File: config.mk
export PLATFORM = sky130hd
export DESIGN_NAME = hsv_core_issue_hazard
export DESIGN_NICKNAME = d
export VERILOG_FILES = /design/src/rtl/hsv_core_issue_hazard.sv
export SDC_FILE = /design/constraint.sdc
export NUM_CORES = 1
export LEC_CHECK = 0
export CAP_MARGIN = 20
export CORE_AREA = 5 5 247 249
export DETAILED_ROUTE_END_ITERATION = 8
export DIE_AREA = 0 0 252 254
export PLACE_DENSITY = 0.5
export SYNTH_ARGS = -nofsm -noshare
export SYNTH_HDL_FRONTEND = slang
export SYNTH_SLANG_ARGS = --single-unit
File: constraint.sdc
create_clock -name clk_core -period 7.2 [get_ports clk_core]
set_input_delay 0.72 -clock clk_core [delete_from_list [all_inputs] [get_ports clk_core]]
set_output_delay 0.72 -clock clk_core [all_outputs]
set_load 0.03 [all_outputs]
File: src/rtl/hsv_core_issue_hazard.sv
// hsv_core_issue_hazard
//   Issue-stage hazard unit sitting between decode and execute. One decoded
//   instruction is held in stage A. It is checked against a per-register
//   pending-write scoreboard. While it waits, its source indices drive the
//   register file read ports. When it is clear to go, its operands are
//   captured into the output register and handed to execute over a
//   valid/ready handshake. Writeback traffic is passed straight through to the
//   register file write port, and it also retires scoreboard entries.
//
// Ports
//   clk_core, rst_core          clock, synchronous active-high reset
//   in_valid/in_ready           decode handshake; in_rs1/rs2/rd, usage flags,
//                               in_payload describe the offered instruction
//   rs1_addr/rs2_addr           register file read addresses (held instr)
//   rs1_data/rs2_data           register file combinational read data
//   out_valid/out_ready         execute handshake; out_rs1_value,
//                               out_rs2_value, out_rd, out_writes_rd,
//                               out_payload carry the issued instruction
//   wb_valid/wb_addr/wb_data    writeback from execute
//   wr_en/wr_addr/wr_data       register file write port (wb pass-through)
//   flush                       drops both stages and clears the scoreboard
module hsv_core_issue_hazard #(
  parameter int PAYLOAD_W = 64,
  parameter int PEND_W    = 2
) (
  input  logic                 clk_core,
  input  logic                 rst_core,
  input  logic                 in_valid,
  output logic                 in_ready,
  input  logic [4:0]           in_rs1,
  input  logic [4:0]           in_rs2,
  input  logic [4:0]           in_rd,
  input  logic                 in_uses_rs1,
  input  logic                 in_uses_rs2,
  input  logic                 in_writes_rd,
  input  logic [PAYLOAD_W-1:0] in_payload,
  output logic [4:0]           rs1_addr,
  output logic [4:0]           rs2_addr,
  input  logic [31:0]          rs1_data,
  input  logic [31:0]          rs2_data,
  output logic                 out_valid,
  input  logic                 out_ready,
  output logic [31:0]          out_rs1_value,
  output logic [31:0]          out_rs2_value,
  output logic [4:0]           out_rd,
  output logic                 out_writes_rd,
  output logic [PAYLOAD_W-1:0] out_payload,
  input  logic                 wb_valid,
  input  logic [4:0]           wb_addr,
  input  logic [31:0]          wb_data,
  output logic                 wr_en,
  output logic [4:0]           wr_addr,
  output logic [31:0]          wr_data,
  input  logic                 flush
);

  // Stage A: the instruction waiting to issue.
  logic                 a_valid_reg;
  logic [4:0]           a_rs1_reg, a_rs2_reg, a_rd_reg;
  logic                 a_uses_rs1_reg, a_uses_rs2_reg, a_writes_rd_reg;
  logic [PAYLOAD_W-1:0] a_payload_reg;

  // Output register: the instruction offered to execute.
  logic                 out_valid_reg;
  logic [31:0]          out_rs1_reg, out_rs2_reg;
  logic [4:0]           out_rd_reg;
  logic                 out_writes_rd_reg;
  logic [PAYLOAD_W-1:0] out_payload_reg;

  // Scoreboard: number of in-flight writes to each register.
  logic [PEND_W-1:0] pend_reg  [32];
  logic [PEND_W-1:0] pend_next [32];

  logic rs1_hazard, rs2_hazard, pend_full, a_issue, accept;

  assign rs1_hazard = a_uses_rs1_reg && (a_rs1_reg != 5'd0) && (pend_reg[a_rs1_reg] != '0);
  assign rs2_hazard = a_uses_rs2_reg && (a_rs2_reg != 5'd0) && (pend_reg[a_rs2_reg] != '0);
  // A saturated counter cannot record another write, so the writer must wait.
  assign pend_full  = a_writes_rd_reg && (a_rd_reg != 5'd0) && (&pend_reg[a_rd_reg]);

  assign a_issue  = a_valid_reg && !rs1_hazard && !rs2_hazard && !pend_full
                    && (!out_valid_reg || out_ready);
  assign in_ready = !a_valid_reg || a_issue;
  assign accept   = in_valid && in_ready;

  assign rs1_addr = a_rs1_reg;
  assign rs2_addr = a_rs2_reg;

  assign wr_en   = wb_valid;
  assign wr_addr = wb_addr;
  assign wr_data = wb_data;

  assign out_valid     = out_valid_reg;
  assign out_rs1_value = out_rs1_reg;
  assign out_rs2_value = out_rs2_reg;
  assign out_rd        = out_rd_reg;
  assign out_writes_rd = out_writes_rd_reg;
  assign out_payload   = out_payload_reg;

  // Per-register counter update. A retire against an empty counter is
  // ignored, so the same-cycle issue+retire case nets to zero only when the
  // retire is legitimate.
  generate
    for (genvar gi = 0; gi < 32; gi++) begin : g_pend
      logic inc, dec;
      assign inc = (gi != 0) && a_issue && a_writes_rd_reg && (a_rd_reg == 5'(gi));
      assign dec = (gi != 0) && wb_valid && (wb_addr == 5'(gi)) && (pend_reg[gi] != '0);
      assign pend_next[gi] = (inc && !dec) ? pend_reg[gi] + 1'b1 :
                             (!inc && dec) ? pend_reg[gi] - 1'b1 :
                                             pend_reg[gi];
    end
  endgenerate

  always_ff @(posedge clk_core) begin
    if (rst_core || flush) begin
      for (int i = 0; i < 32; i++) pend_reg[i] <= '0;
    end else begin
      // Writeback to a register with no outstanding write is a pipeline bug.
      if (wb_valid && (wb_addr != 5'd0))
        assert (pend_reg[wb_addr] != '0);
      for (int i = 0; i < 32; i++) pend_reg[i] <= pend_next[i];
    end
  end

  always_ff @(posedge clk_core) begin
    if (rst_core) begin
      a_valid_reg     <= 1'b0;
      a_rs1_reg       <= '0;
      a_rs2_reg       <= '0;
      a_rd_reg        <= '0;
      a_uses_rs1_reg  <= 1'b0;
      a_uses_rs2_reg  <= 1'b0;
      a_writes_rd_reg <= 1'b0;
      a_payload_reg   <= '0;
    end else begin
      if (flush)        a_valid_reg <= 1'b0;
      else if (accept)  a_valid_reg <= 1'b1;
      else if (a_issue) a_valid_reg <= 1'b0;
      if (accept) begin
        a_rs1_reg       <= in_rs1;
        a_rs2_reg       <= in_rs2;
        a_rd_reg        <= in_rd;
        a_uses_rs1_reg  <= in_uses_rs1;
        a_uses_rs2_reg  <= in_uses_rs2;
        a_writes_rd_reg <= in_writes_rd;
        a_payload_reg   <= in_payload;
      end
    end
  end

  always_ff @(posedge clk_core) begin
    if (rst_core) begin
      out_valid_reg     <= 1'b0;
      out_rs1_reg       <= '0;
      out_rs2_reg       <= '0;
      out_rd_reg        <= '0;
      out_writes_rd_reg <= 1'b0;
      out_payload_reg   <= '0;
    end else begin
      if (flush)          out_valid_reg <= 1'b0;
      else if (a_issue)   out_valid_reg <= 1'b1;
      else if (out_ready) out_valid_reg <= 1'b0;
      // a_issue implies the slot is free or draining, so the data only
      // changes when the consumer has taken the previous contents.
      if (a_issue && !flush) begin
        out_rs1_reg       <= (a_uses_rs1_reg && a_rs1_reg != 5'd0) ? rs1_data : 32'd0;
        out_rs2_reg       <= (a_uses_rs2_reg && a_rs2_reg != 5'd0) ? rs2_data : 32'd0;
        out_rd_reg        <= a_rd_reg;
        out_writes_rd_reg <= a_writes_rd_reg;
        out_payload_reg   <= a_payload_reg;
      end
    end
  end

endmodule

# --- Word-level counts from Yosys, hierarchy flattened ---
# Memories as Yosys holds them, arrays and structs flattened. A register that Yosys moved wholly into a read port is not among the register bits.
# Cells that the tools add are included.
totals:
  ff_bits: 218
  ram_bits: 64
  in_bits: 189
  word_cells: 561
  mem_count: 1
classes:
  add_sub_neg: 62
  eq_ne: 63
  muxes: 109
  n_bitwise: 32
  n_reduce_logical: 280
mem_list:
  columns: ["name", "depth", "width", "read_ports", "rd_ports_with_merged_regs", "write_ports", "line", "rtl"]
  rows:
  - ["pend_reg", 32, 2, 34, 3, 32, "71", "logic [PEND_W-1:0] pend_reg [32];"]
ops:
  columns: ["operator", "n"]
  rows:
  - ["$mux 2", 94]
  - ["$logic_and 1x1->1", 168]
  - ["$eq 5x5->1 const B", 32]
  - ["$eq 5x4->1 const B", 16]
  - ["$reduce_bool 2->1", 35]
  - ["$logic_not 1->1", 68]
  - ["$mux 32", 2]
  - ["$add 2x1->2 const B", 31]
  - ["$sub 2x1->2 const B", 31]
  - ["$eq 5x3->1 const B", 8]
  - ["$or 1x1->1", 32]
  - ["$mux 5", 6]
  - ["$eq 5x2->1 const B", 4]
  - ["$reduce_bool 5->1", 3]
  - ["$eq 5x1->1 const B", 2]
  - ["$mux 1", 7]
  - ["$reduce_and 2->1", 2]
  - ["$logic_or 1x1->1", 3]
  - ["$reduce_or 2->1", 1]
  - ["$ne 0x0->1", 1]

# --- Logic depth before layout (Yosys ltp) ---
# Gate-level depths: netlist (run 1).
logic_depth:
  ltp_word: 15
  mapped_depth: 12

# --- Worst setup path after synthesis (run 1) ---
# OpenSTA, ideal clock, no wires.
synth_path:
  kind: "register -> register"
  start: "register a_rs2_reg[4], in the netlist rs2_addr[4]"
  end: "memory pend_reg[16][1]"
  setup_time_ns: 0.070
  arrival_ns: 2.902
  required_ns: 7.130
  setup_slack_ns: 4.227
  path_stages_with_launch: 11
  n_path_buf: 0
  synth_period_minus_slack_ns: 2.973
  cell_sequence: "dfxtp_1 > or4_4 > o21ai_4 > a311o_1 > o32ai_1 > a32oi_1 > nand2_1 > nor4_1 > ha_1 > or3_1 > a21oi_1"
synth_rtl:
  columns: ["element", "line", "rtl"]
  rows:
  - ["from (decl)", "59", "logic [4:0] a_rs1_reg, a_rs2_reg, a_rd_reg;"]
  - ["from (signal assigned)", "141", "a_rs2_reg <= in_rs2;"]
  - ["to (decl)", "71", null]

# --- Worst setup path in the final report (run 1) ---
layout_path:
  start: "register a_rs2_reg[0], in the netlist rs2_addr[0]"
  end: "output port in_ready"
layout_between:
  elab_chain_len: 8
layout_rtl:
  columns: ["element", "line", "rtl"]
  rows:
  - ["$reduce_bool 5->1", "77", "assign rs2_hazard = a_uses_rs2_reg && (a_rs2_reg != 5'd0) && (pend_reg[a_rs2_reg] != '0);"]
  - ["$logic_and 1x1->1 (2 in a row)", "77", null]
  - ["$logic_not 1->1", "81", "assign a_issue = a_valid_reg && !rs1_hazard && !rs2_hazard && !pend_full"]
  - ["$logic_and 1x1->1 (2 in a row)", "81", null]
  - ["$logic_and 1x1->1", "82", "&& (!out_valid_reg || out_ready);"]
  - ["$logic_or 1x1->1", "83", "assign in_ready = !a_valid_reg || a_issue;"]
  - ["to (decl)", "29", "output logic in_ready,"]
# No other way between the ends.

==> results.py, run 1 <==
metrics = {
    "floorplanning": {
        "start_util_pct": 24.7,
        "placementRows": 89,
        "ios": 373,
        "dieHeight_um": 254,
        "fp.dieArea_um2": 64000,
        "core-area_um2": 58500,
        "die_w_um": 252,
    },
    "sta": {
        "slew_viol_final": 0,
        "max_freq_mhz": 219,
        "finalSetupTns_ns": 0,
        "maxSlewHeadroom_pct": 43.5,
        "fin_skew_ns": 0.0303,
        "final.period_utilization_pct": 63.5,
        "worstMarginPinSlew_ns": 0.844,
        "holdWs_ns": 0.472,
        "period_minus_slack_ns": 4.57,
        "hold_viol": 0,
        "rsz0062_at_grt": "no",
        "setup_viol": 0,
        "fin_ws_ns": 2.63,
    },
    "yosys": {
        "synth_flop_cell": "dfxtp_1",
        "synth_warnings": 0,
        "ys_async_sr_fraction_pct": 0,
        "synth.distinct_cells": 52,
        "syn-cell-area_um2": 14500,
        "syn-instance-count": 1515,
        "ys_ff_latch": 295,
        "seq_area_frac_synth_pct": 40.8,
        "synth_nets": 1735,
        "synth-edff-count": 0,
        "synth_area_per_cell_um2": 9.54,
    },
    "grt": {
        "antenna_found_initial": 6,
        "grt_usage_pct": 13.6,
        "overflow": 0,
        "first_global_vias": 11900,
        "grt_pass1_wl_um": 69300,
        "grt_max_degree": 145,
    },
    "clock_tree": {
        "cts_tree": "done",
        "post-cts-setup-buffers": 0,
        "cts_sinks": 295,
        "ctsHoldBuffers": 0,
        "htree_levels": 2,
        "cts_buffer_depth": 3,
        "root_buffer": "clkbuf_16",
        "cts_buffers": 38,
        "cts-resized-gates": 0,
        "worstSkewPairLatency_ns": 0.57,
        "clk_pin_slew_ns": 0.06,
    },
    "place": {
        "place_ws_ns": 3.05,
        "hpwlAfterDp_um": 31400,
        "gp_congestion": 0.886,
        "numPortBuffers": 308,
        "dpl.cell_count": 2466,
    },
    "worst_setup_path": {
        "cp.required_ns": 6.48,
        "cp-end-kind": "primary output",
        "r2r.worst_path.cells": 9,
        "worst_r2r_endpoint": "a_payload_reg[14]",
        "reg2reg_from": "rs2_addr[0]",
        "path_max_fanout": 34,
        "cp-start-kind": "flip-flop",
        "crit_arrival_ns": 3.85,
        "r2r_slack_ns": 3.06,
        "critPathKind": "reg2out",
    },
    "min_path": {
        "whs_path_depth": 2,
        "hold_path_end": "out_rs2_value[21]",
        "hold_class": "reg2reg",
        "hp-start": "out_rs2_value[21]",
    },
    "power": {
        "fin_total_pwr_mw": 4.01,
        "peakVddDrop_v": 0.000161,
        "leakage_nw": 7.05,
        "cellPowerDensity_nw_per_um2": 210,
    },
    "finish": {
        "layout_commonest_cell": "clkdlybuf4s50_1",
        "nFillCells": 6020,
        "layout-drive-gt1-share_pct": 6.81,
        "fin_nets": 1954,
        "final_cell_mix": "clkdlybuf4s50_1 (307), nand2b_1 (304), dfxtp_1 (295)",
        "finalNonFillerCells": 2536,
        "multi_input_area_um2": 7800,
        "area_delta_synth_final_pct": 32.3,
        "seqCellArea_um2": 5910,
    },
    "detailed_routing": {
        "drt_iter0_drc": 720,
        "detail-route-antenna-nets": 0,
        "drt-total-wl_um": 45100,
        "wl_per_cell_um": 17.8,
        "viasPerCell": 4.53,
        "vias": 11500,
        "drc": 0,
        "drtPass1Iterations": 5,
    },
    "outcome": {
        "status": "completed",
    },
    "job": {
        "maxCapViolCount": 0,
    },
}
[area by class of cell]
cell class	count	area share (%)
multi-input cells	1069	40.8
flip-flops and latches	295	30.9
repair buffers	320	16.7
clock buffers	53	5.58
well taps	773	5.06
clock inverters	14	0.785
inverters	10	0.196
diodes	2	0.0262
[worst max-delay path, cell delays in order, from the launching register on]
cell and delay (ns):
dfxtp_1 0.33, or4_4 0.56, o21ai_4 0.67, a311o_1 0.21, o32ai_1 0.10, a32oi_1 0.42, a31o_2 0.25, clkdlybuf4s50_1 0.72
[synthesized netlist by cell type, types with 18 or more instances]
| cell | instances | area (µm²) |
|---|---|---|
| o21ai_0 | 34 | 170 |
| buf_4 | 45 | 338 |
| o211ai_1 | 18 | 135 |
| xor2_1 | 62 | 543 |
| a21oi_1 | 47 | 235 |
| nor3_1 | 31 | 155 |
| or3_1 | 32 | 200 |
| nand2_1 | 29 | 109 |
| nor2_1 | 89 | 334 |
| mux2i_1 | 217 | 2170 |
| ha_1 | 31 | 388 |
| dfxtp_1 | 295 | 5910 |
| or3b_2 | 35 | 307 |
| buf_2 | 25 | 125 |
| nand2b_1 | 304 | 1900 |
| clkbuf_1 | 66 | 248 |
| nand3b_1 | 50 | 375 |
[where the power goes]
part           internal [mW]  switching [mW]
Combinational          0.214           0.203
Sequential              1.68          0.0436
Clock                   1.08           0.786
Total                   2.98            1.03
[routing by layer]
metal | global-route usage [%] | vias to the layer above | share of wire [%]
li1 | - | 5599 | -
met3 | 5.89 | 93 | 9.8
met5 | 0 | - | 0.11
met2 | 21.6 | 341 | 45
met4 | 4.65 | 8 | 3.1
met1 | 16.4 | 5456 | 42
[kinds of logic (layout without fill, tap and decap cells)]
| kind of cell | count (synthesis) | in the layout | synth area share, % |
|---|---|---|---|
| simple gates | 613 | 613 | 25.2 |
| other cells | 0 | 2 | 0 |
| fa+ha+maj | 31 | 31 | 2.68 |
| mux | 223 | 223 | 16.0 |
| compound gates | 140 | 140 | 6.13 |
| flops | 295 | 295 | 40.8 |
| xor+xnor | 62 | 62 | 3.76 |
| buf+inv | 151 | 397 | 5.41 |
[per-stage QoR]
stage / area, µm² / utilization (%)
floorplan: 14500 / -
global placement: 17900 / 30.6
detailed placement: 17900 / 30.6
CTS: 19100 / 32.7
global route: 19100 / 32.7
finish: 19100 / 32.7
[worst max path at each step]
stage	from	end	slack, ns	cells after the start
detailed placement	rs2_addr[4]	a_payload_reg[14]	3.05	9
floorplan	rs2_addr[4]	pend_reg[16][1]	4.23	10
CTS	rs2_addr[0]	in_ready	2.62	7
global placement	rs2_addr[4]	a_payload_reg[58]	3.03	9
finish	rs2_addr[0]	in_ready	2.63	7
global route	rs2_addr[4]	in_ready	2.45	7
Note: power is estimated with default switching activity, not from simulation.
==> inputs of run 2 (changes only) <==
--- a/config.mk
+++ b/config.mk
@@ -9,7 +9,7 @@
 export CORE_AREA = 5 5 247 249
 export DETAILED_ROUTE_END_ITERATION = 8
 export DIE_AREA = 0 0 252 254
-export PLACE_DENSITY = 0.5
+export PLACE_DENSITY = 0.52
 export SYNTH_ARGS = -nofsm -noshare
 export SYNTH_HDL_FRONTEND = slang
 export SYNTH_SLANG_ARGS = --single-unit
==> constraint.sdc (replaced) <==
create_clock -name clk_core -period 3.8 [get_ports clk_core]
set_input_delay 0.38 -clock clk_core [delete_from_list [all_inputs] [get_ports clk_core]]
set_output_delay 0.38 -clock clk_core [all_outputs]
set_load 0.03 [all_outputs]
==> run 2 against run 1 <==
Via count rose by 0.70%. Cell area rose by 1.6%. Sequential cell count did not move. Routed wire length fell by 1.6%. Core utilization rose by 0.52 points. Non-clock buffer count rose by 20. Clock power rose by 97%. Largest cell class unchanged.
==> results.py, run 2 (synthesized netlist as in run 1, its figures left out) <==
metrics = {
    "outcome": {
        "status": "completed",
    },
    "power": {
        "cellPowerDensity_nw_per_um2": 400,
        "leakage_nw": 7.22,
        "peakVddDrop_v": 0.000256,
    },
    "detailed_routing": {
        "viasPerCell": 4.53,
        "wl_met2_um": 20300,
        "drtPass1Iterations": 5,
        "drt_iter0_drc": 751,
        "drt-met1-wl_um": 18600,
        "wl_met3_um": 4460,
        "wl_per_cell_um": 17.4,
        "vias": 11600,
        "drc": 0,
        "detail-route-antenna-nets": 0,
        "drt-total-wl_um": 44400,
        "highest_layer": "met5",
    },
    "sta": {
        "fin_ws_ns": 0.138,
        "finalSetupTns_ns": 0,
        "max_freq_mhz": 273,
        "final.period_utilization_pct": 96.4,
        "rsz0062_at_grt": "no",
        "slew_viol_final": 0,
        "setup_viol": 0,
        "worstMarginPinSlew_ns": 0.800,
        "maxSlewHeadroom_pct": 46.6,
        "holdWs_ns": 0.400,
        "period_minus_slack_ns": 3.66,
        "fin_skew_ns": 0.0161,
        "hold_viol": 0,
    },
    "place": {
        "gp_congestion": 0.882,
        "hpwlAfterDp_um": 31300,
        "place_ws_ns": 0.283,
        "dpl.cell_count": 2487,
        "numPortBuffers": 308,
    },
    "clock_tree": {
        "cts_sinks": 295,
        "cts_buffers": 39,
        "worstSkewPairLatency_ns": 0.55,
        "htree_levels": 2,
        "clk_pin_slew_ns": 0.05,
        "cts_buffer_depth": 3,
        "root_buffer": "clkbuf_16",
        "cts_tree": "done",
    },
    "floorplanning": {
        "placementRows": 89,
        "ios": 373,
        "start_util_pct": 24.7,
        "core-area_um2": 58500,
        "die_w_um": 252,
        "fp.dieArea_um2": 64000,
        "dieHeight_um": 254,
    },
    "worst_setup_path": {
        "r2r.worst_path.cells": 10,
        "crit_arrival_ns": 3.28,
        "critPathKind": "reg2out",
        "cp-start-kind": "flip-flop",
        "cp.required_ns": 3.42,
        "path_max_fanout": 8,
        "cp-end-kind": "primary output",
    },
    "finish": {
        "finalNonFillerCells": 2555,
        "area_delta_synth_final_pct": 34.4,
        "nFillCells": 5996,
        "layout_commonest_cell": "clkdlybuf4s50_1",
        "final_cell_mix": "clkdlybuf4s50_1 (307), nand2b_1 (304), dfxtp_1 (291)",
        "fin_nets": 1975,
        "layout-drive-gt1-share_pct": 8.20,
    },
    "grt": {
        "grt_usage_pct": 13.4,
        "grt_pass1_wl_um": 68600,
        "grt_max_degree": 200,
        "first_global_vias": 11800,
        "antenna_found_initial": 4,
        "overflow": 0,
    },
    "min_path": {
        "whs_path_depth": 3,
        "hold_class": "in2reg",
    },
    "job": {
        "maxCapViolCount": 0,
    },
}
run 2: cell count changes in the layout (fill, tap and decap cells not counted), moves of 2 or more:
cell        delta
buf_12         +8
buf_4         +13
clkbuf_16      +2
clkbuf_8       +3
clkinv_2       -3
clkinv_4       +2
clkinvlp_4     -2
dfxtp_1        -4
dfxtp_2        +4
run 2: critical path, cell delays in order, from the launching register on:
cell and delay, ns:
dfxtp_1 0.59, mux4_2 0.55, a22o_1 0.25, o22ai_1 0.22
a32oi_2 0.21, a31o_2 0.32, clkdlybuf4s50_1 0.60
run 2: path summary, 6_finish.rpt:
path	to	slack [ns]	start
setup reg to reg	pend_reg[1][1]	0.50	flip-flop
setup / recovery	in_ready	0.14	flip-flop
hold / removal	a_payload_reg[2]	0.40	in_payload[2]
hold reg to reg	out_rs2_value[21]	0.47	out_rs2_value[21]
run 2: area by class of cell:
class	count	area [µm²]	share of cell area, %
multi-input cells	1069	7810	40.2
repair buffers	340	3430	17.6
clock inverters	10	125	0.644
well taps	773	967	4.98
clock buffers	57	1150	5.94
flip-flops and latches	295	5910	30.4
diodes	1	2.50	0.0129
inverters	10	37.5	0.193
run 2: where the power goes:
group	total (mW)	leakage, nW	switching (mW)	internal, mW
combinational	0.820	4.19	0.393	0.427
clock	3.68	0.627	1.44	2.24
sequential	3.26	2.40	0.0749	3.19
total	7.77	7.22	1.91	5.86
run 2: timing repair:
item	CTS	global route
hold endpoints to repair	0	0
setup endpoints to repair	1	1
hold buffers	0	0
gates resized for setup	2	3
buffers inserted	0	0
run 2: per-layer routing:
metal | global-route usage, % | vias to the layer above
li1 | - | 5643
met1 | 16.4 | 5488
met2 | 21.9 | 370
met3 | 5.77 | 74
met4 | 3.29 | 2
met5 | 0 | -
run 2: through the flow:
stage | utilization [%] | total power, mW | area (µm²)
floorplan | - | 3.84 | 14500
global placement | 31.0 | 4.15 | 18100
detailed placement | 31.0 | 4.16 | 18100
CTS | 33.2 | 7.94 | 19400
global route | 33.2 | 8.13 | 19400
finish | 33.2 | 7.77 | 19400
==> inputs of run 3 (changes only) <==
--- a/config.mk
+++ b/config.mk
@@ -6,10 +6,10 @@
 export NUM_CORES = 1
 export LEC_CHECK = 0
 export CAP_MARGIN = 20
-export CORE_AREA = 5 5 247 249
+export CORE_AREA = 5 5 177 179
 export DETAILED_ROUTE_END_ITERATION = 8
-export DIE_AREA = 0 0 252 254
-export PLACE_DENSITY = 0.52
+export DIE_AREA = 0 0 182 184
+export PLACE_DENSITY = 0.84
 export SYNTH_ARGS = -nofsm -noshare
 export SYNTH_HDL_FRONTEND = slang
 export SYNTH_SLANG_ARGS = --single-unit
==> constraint.sdc (replaced) <==
create_clock -name clk_core -period 4.1 [get_ports clk_core]
set_input_delay 0.41 -clock clk_core [delete_from_list [all_inputs] [get_ports clk_core]]
set_output_delay 0.41 -clock clk_core [all_outputs]
set_load 0.03 [all_outputs]
==> run 3 against run 2 <==
Worst hold slack worse by 0.18 ns. Die area down 48%. First-iteration DRC count up 11%. Routed wire length down 9.3%. Cell count down 16%. Cell area down 4.3%. Core utilization up 30 points. Register-to-register slack better by 0.08 ns. Setup slack better by 0.17 ns. Critical path type unchanged.
==> results.py, run 3 (synthesized netlist as in run 1, its figures left out) <==
metrics = {
    "detailed_routing": {
        "drt_iter0_drc": 831,
        "viasPerCell": 5.36,
        "drtPass1Iterations": 6,
        "vias": 11500,
        "drt-total-wl_um": 40200,
        "detail-route-antenna-nets": 0,
        "wl_per_cell_um": 18.7,
        "drc": 0,
    },
    "finish": {
        "fin_util_pct": 63.2,
        "nFillCells": 2325,
        "layout-drive-gt1-share_pct": 6.66,
        "fin_nets": 1956,
        "area_delta_synth_final_pct": 28.6,
        "layout_commonest_cell": "clkdlybuf4s50_1",
        "n_antenna_cell": 0,
        "stdcell_area_um2": 18600,
        "final_cell_mix": "clkdlybuf4s50_1 (307), nand2b_1 (304), dfxtp_1 (295)",
        "finalNonFillerCells": 2148,
    },
    "worst_setup_path": {
        "critPathKind": "reg2out",
        "cp-start-kind": "flip-flop",
        "cp-end-kind": "primary output",
        "path_max_fanout": 12,
        "cp.required_ns": 3.69,
        "crit_arrival_ns": 3.39,
    },
    "grt": {
        "grt_max_degree": 361,
        "first_global_vias": 11600,
        "grt_usage_pct": 22.8,
        "antenna_found_initial": 2,
        "grt_pass1_wl_um": 62400,
        "overflow": 0,
    },
    "clock_tree": {
        "cts_tree": "done",
        "post-cts-setup-buffers": 0,
        "cts_sinks": 295,
        "cts-resized-gates": 0,
        "cts_buffer_depth": 3,
        "clk_pin_slew_ns": 0.06,
        "htree_levels": 2,
        "worstSkewPairLatency_ns": 0.51,
        "ctsHoldBuffers": 0,
        "root_buffer": "clkbuf_16",
        "cts_buffers": 34,
    },
    "floorplanning": {
        "start_util_pct": 49.2,
        "fp.dieArea_um2": 33500,
        "dieHeight_um": 184,
        "placementRows": 63,
        "core-area_um2": 29400,
        "ios": 373,
        "die_w_um": 182,
    },
    "power": {
        "cellPowerDensity_nw_per_um2": 358,
        "p_seq_share_pct": 45.4,
        "power_frac_comb_pct": 11.0,
        "p_int_mw": 5.07,
        "p_switching_mw": 1.59,
        "switching_share_pct": 23.9,
        "fin_total_pwr_mw": 6.66,
        "leakage_nw": 7.04,
        "clkPwrFrac_pct": 43.6,
        "peakVddDrop_v": 0.000338,
    },
    "outcome": {
        "status": "completed",
    },
    "sta": {
        "fin_ws_ns": 0.304,
        "finalSetupTns_ns": 0,
        "slew_viol_final": 0,
        "max_freq_mhz": 263,
        "hold_viol": 0,
        "final.period_utilization_pct": 92.6,
        "fin_skew_ns": 0.0199,
        "worstMarginPinSlew_ns": 1.18,
        "holdWs_ns": 0.217,
        "setup_viol": 0,
        "rsz0062_at_grt": "no",
        "maxSlewHeadroom_pct": 21.5,
        "period_minus_slack_ns": 3.80,
    },
    "job": {
        "maxCapViolCount": 0,
    },
    "place": {
        "hpwlAfterDp_um": 28800,
        "dpl.cell_count": 2090,
        "gp_congestion": 0.953,
        "place_ws_ns": 0.648,
        "numPortBuffers": 308,
        "place_area_um2": 17500,
    },
    "min_path": {
        "hold_class": "in2reg",
        "hp-start": "rst_core",
    },
}
run 3: cell types whose count changed in the layout (fill, tap and decap cells not counted), sizes merged:
cell and change:
diode -1, clkbuf -9, buf -13, clkinvlp -1
bufinv -1, clkinv +1
run 3: path summary, 6_finish.rpt:
kind	endpoint	slack (ns)	cells past startpoint
max	in_ready	0.30	6
min	out_rs1_value[0]	0.22	3
max reg2reg	pend_reg[4][1]	0.58	9
min reg2reg	out_rs2_value[0]	0.47	2
run 3: worst max-delay path, cell delays in order (launching register included):
cell,delay (ns)
dfxtp_1,0.70
mux4_2,0.61
nor3b_1,0.27
o31ai_1,0.14
a22o_1,0.28
a31o_2,0.29
clkdlybuf4s50_1,0.60
run 3: routing by layer:
layer	GRT usage, %	wire [µm]
met3	7.93	3830
met1	27.7	15900
met5	0	32
met2	37.1	18800
met4	9.55	1720
run 3: cell type report:
type | count | area [µm²] | area share, %
clock inverter | 9 | 96.3 | 0.518
tap | 390 | 488 | 2.63
inverter | 10 | 37.5 | 0.202
timing repair buffer | 326 | 3280 | 17.7
sequential | 295 | 5910 | 31.8
multi-input combinational | 1069 | 7800 | 42.0
clock buffer | 49 | 978 | 5.26
run 3: power groups by stage:
| stage | logic [mW] | clock network, mW | registers [mW] |
|---|---|---|---|
| finish | 0.731 | 2.90 | 3.02 |
| global route | 0.782 | 3.11 | 3.03 |
| CTS | 0.732 | 2.99 | 3.02 |
| detailed placement | 0.727 | 0 | 3.08 |
| global placement | 0.719 | 0 | 3.08 |
| floorplan | 0.467 | 0 | 3.09 |
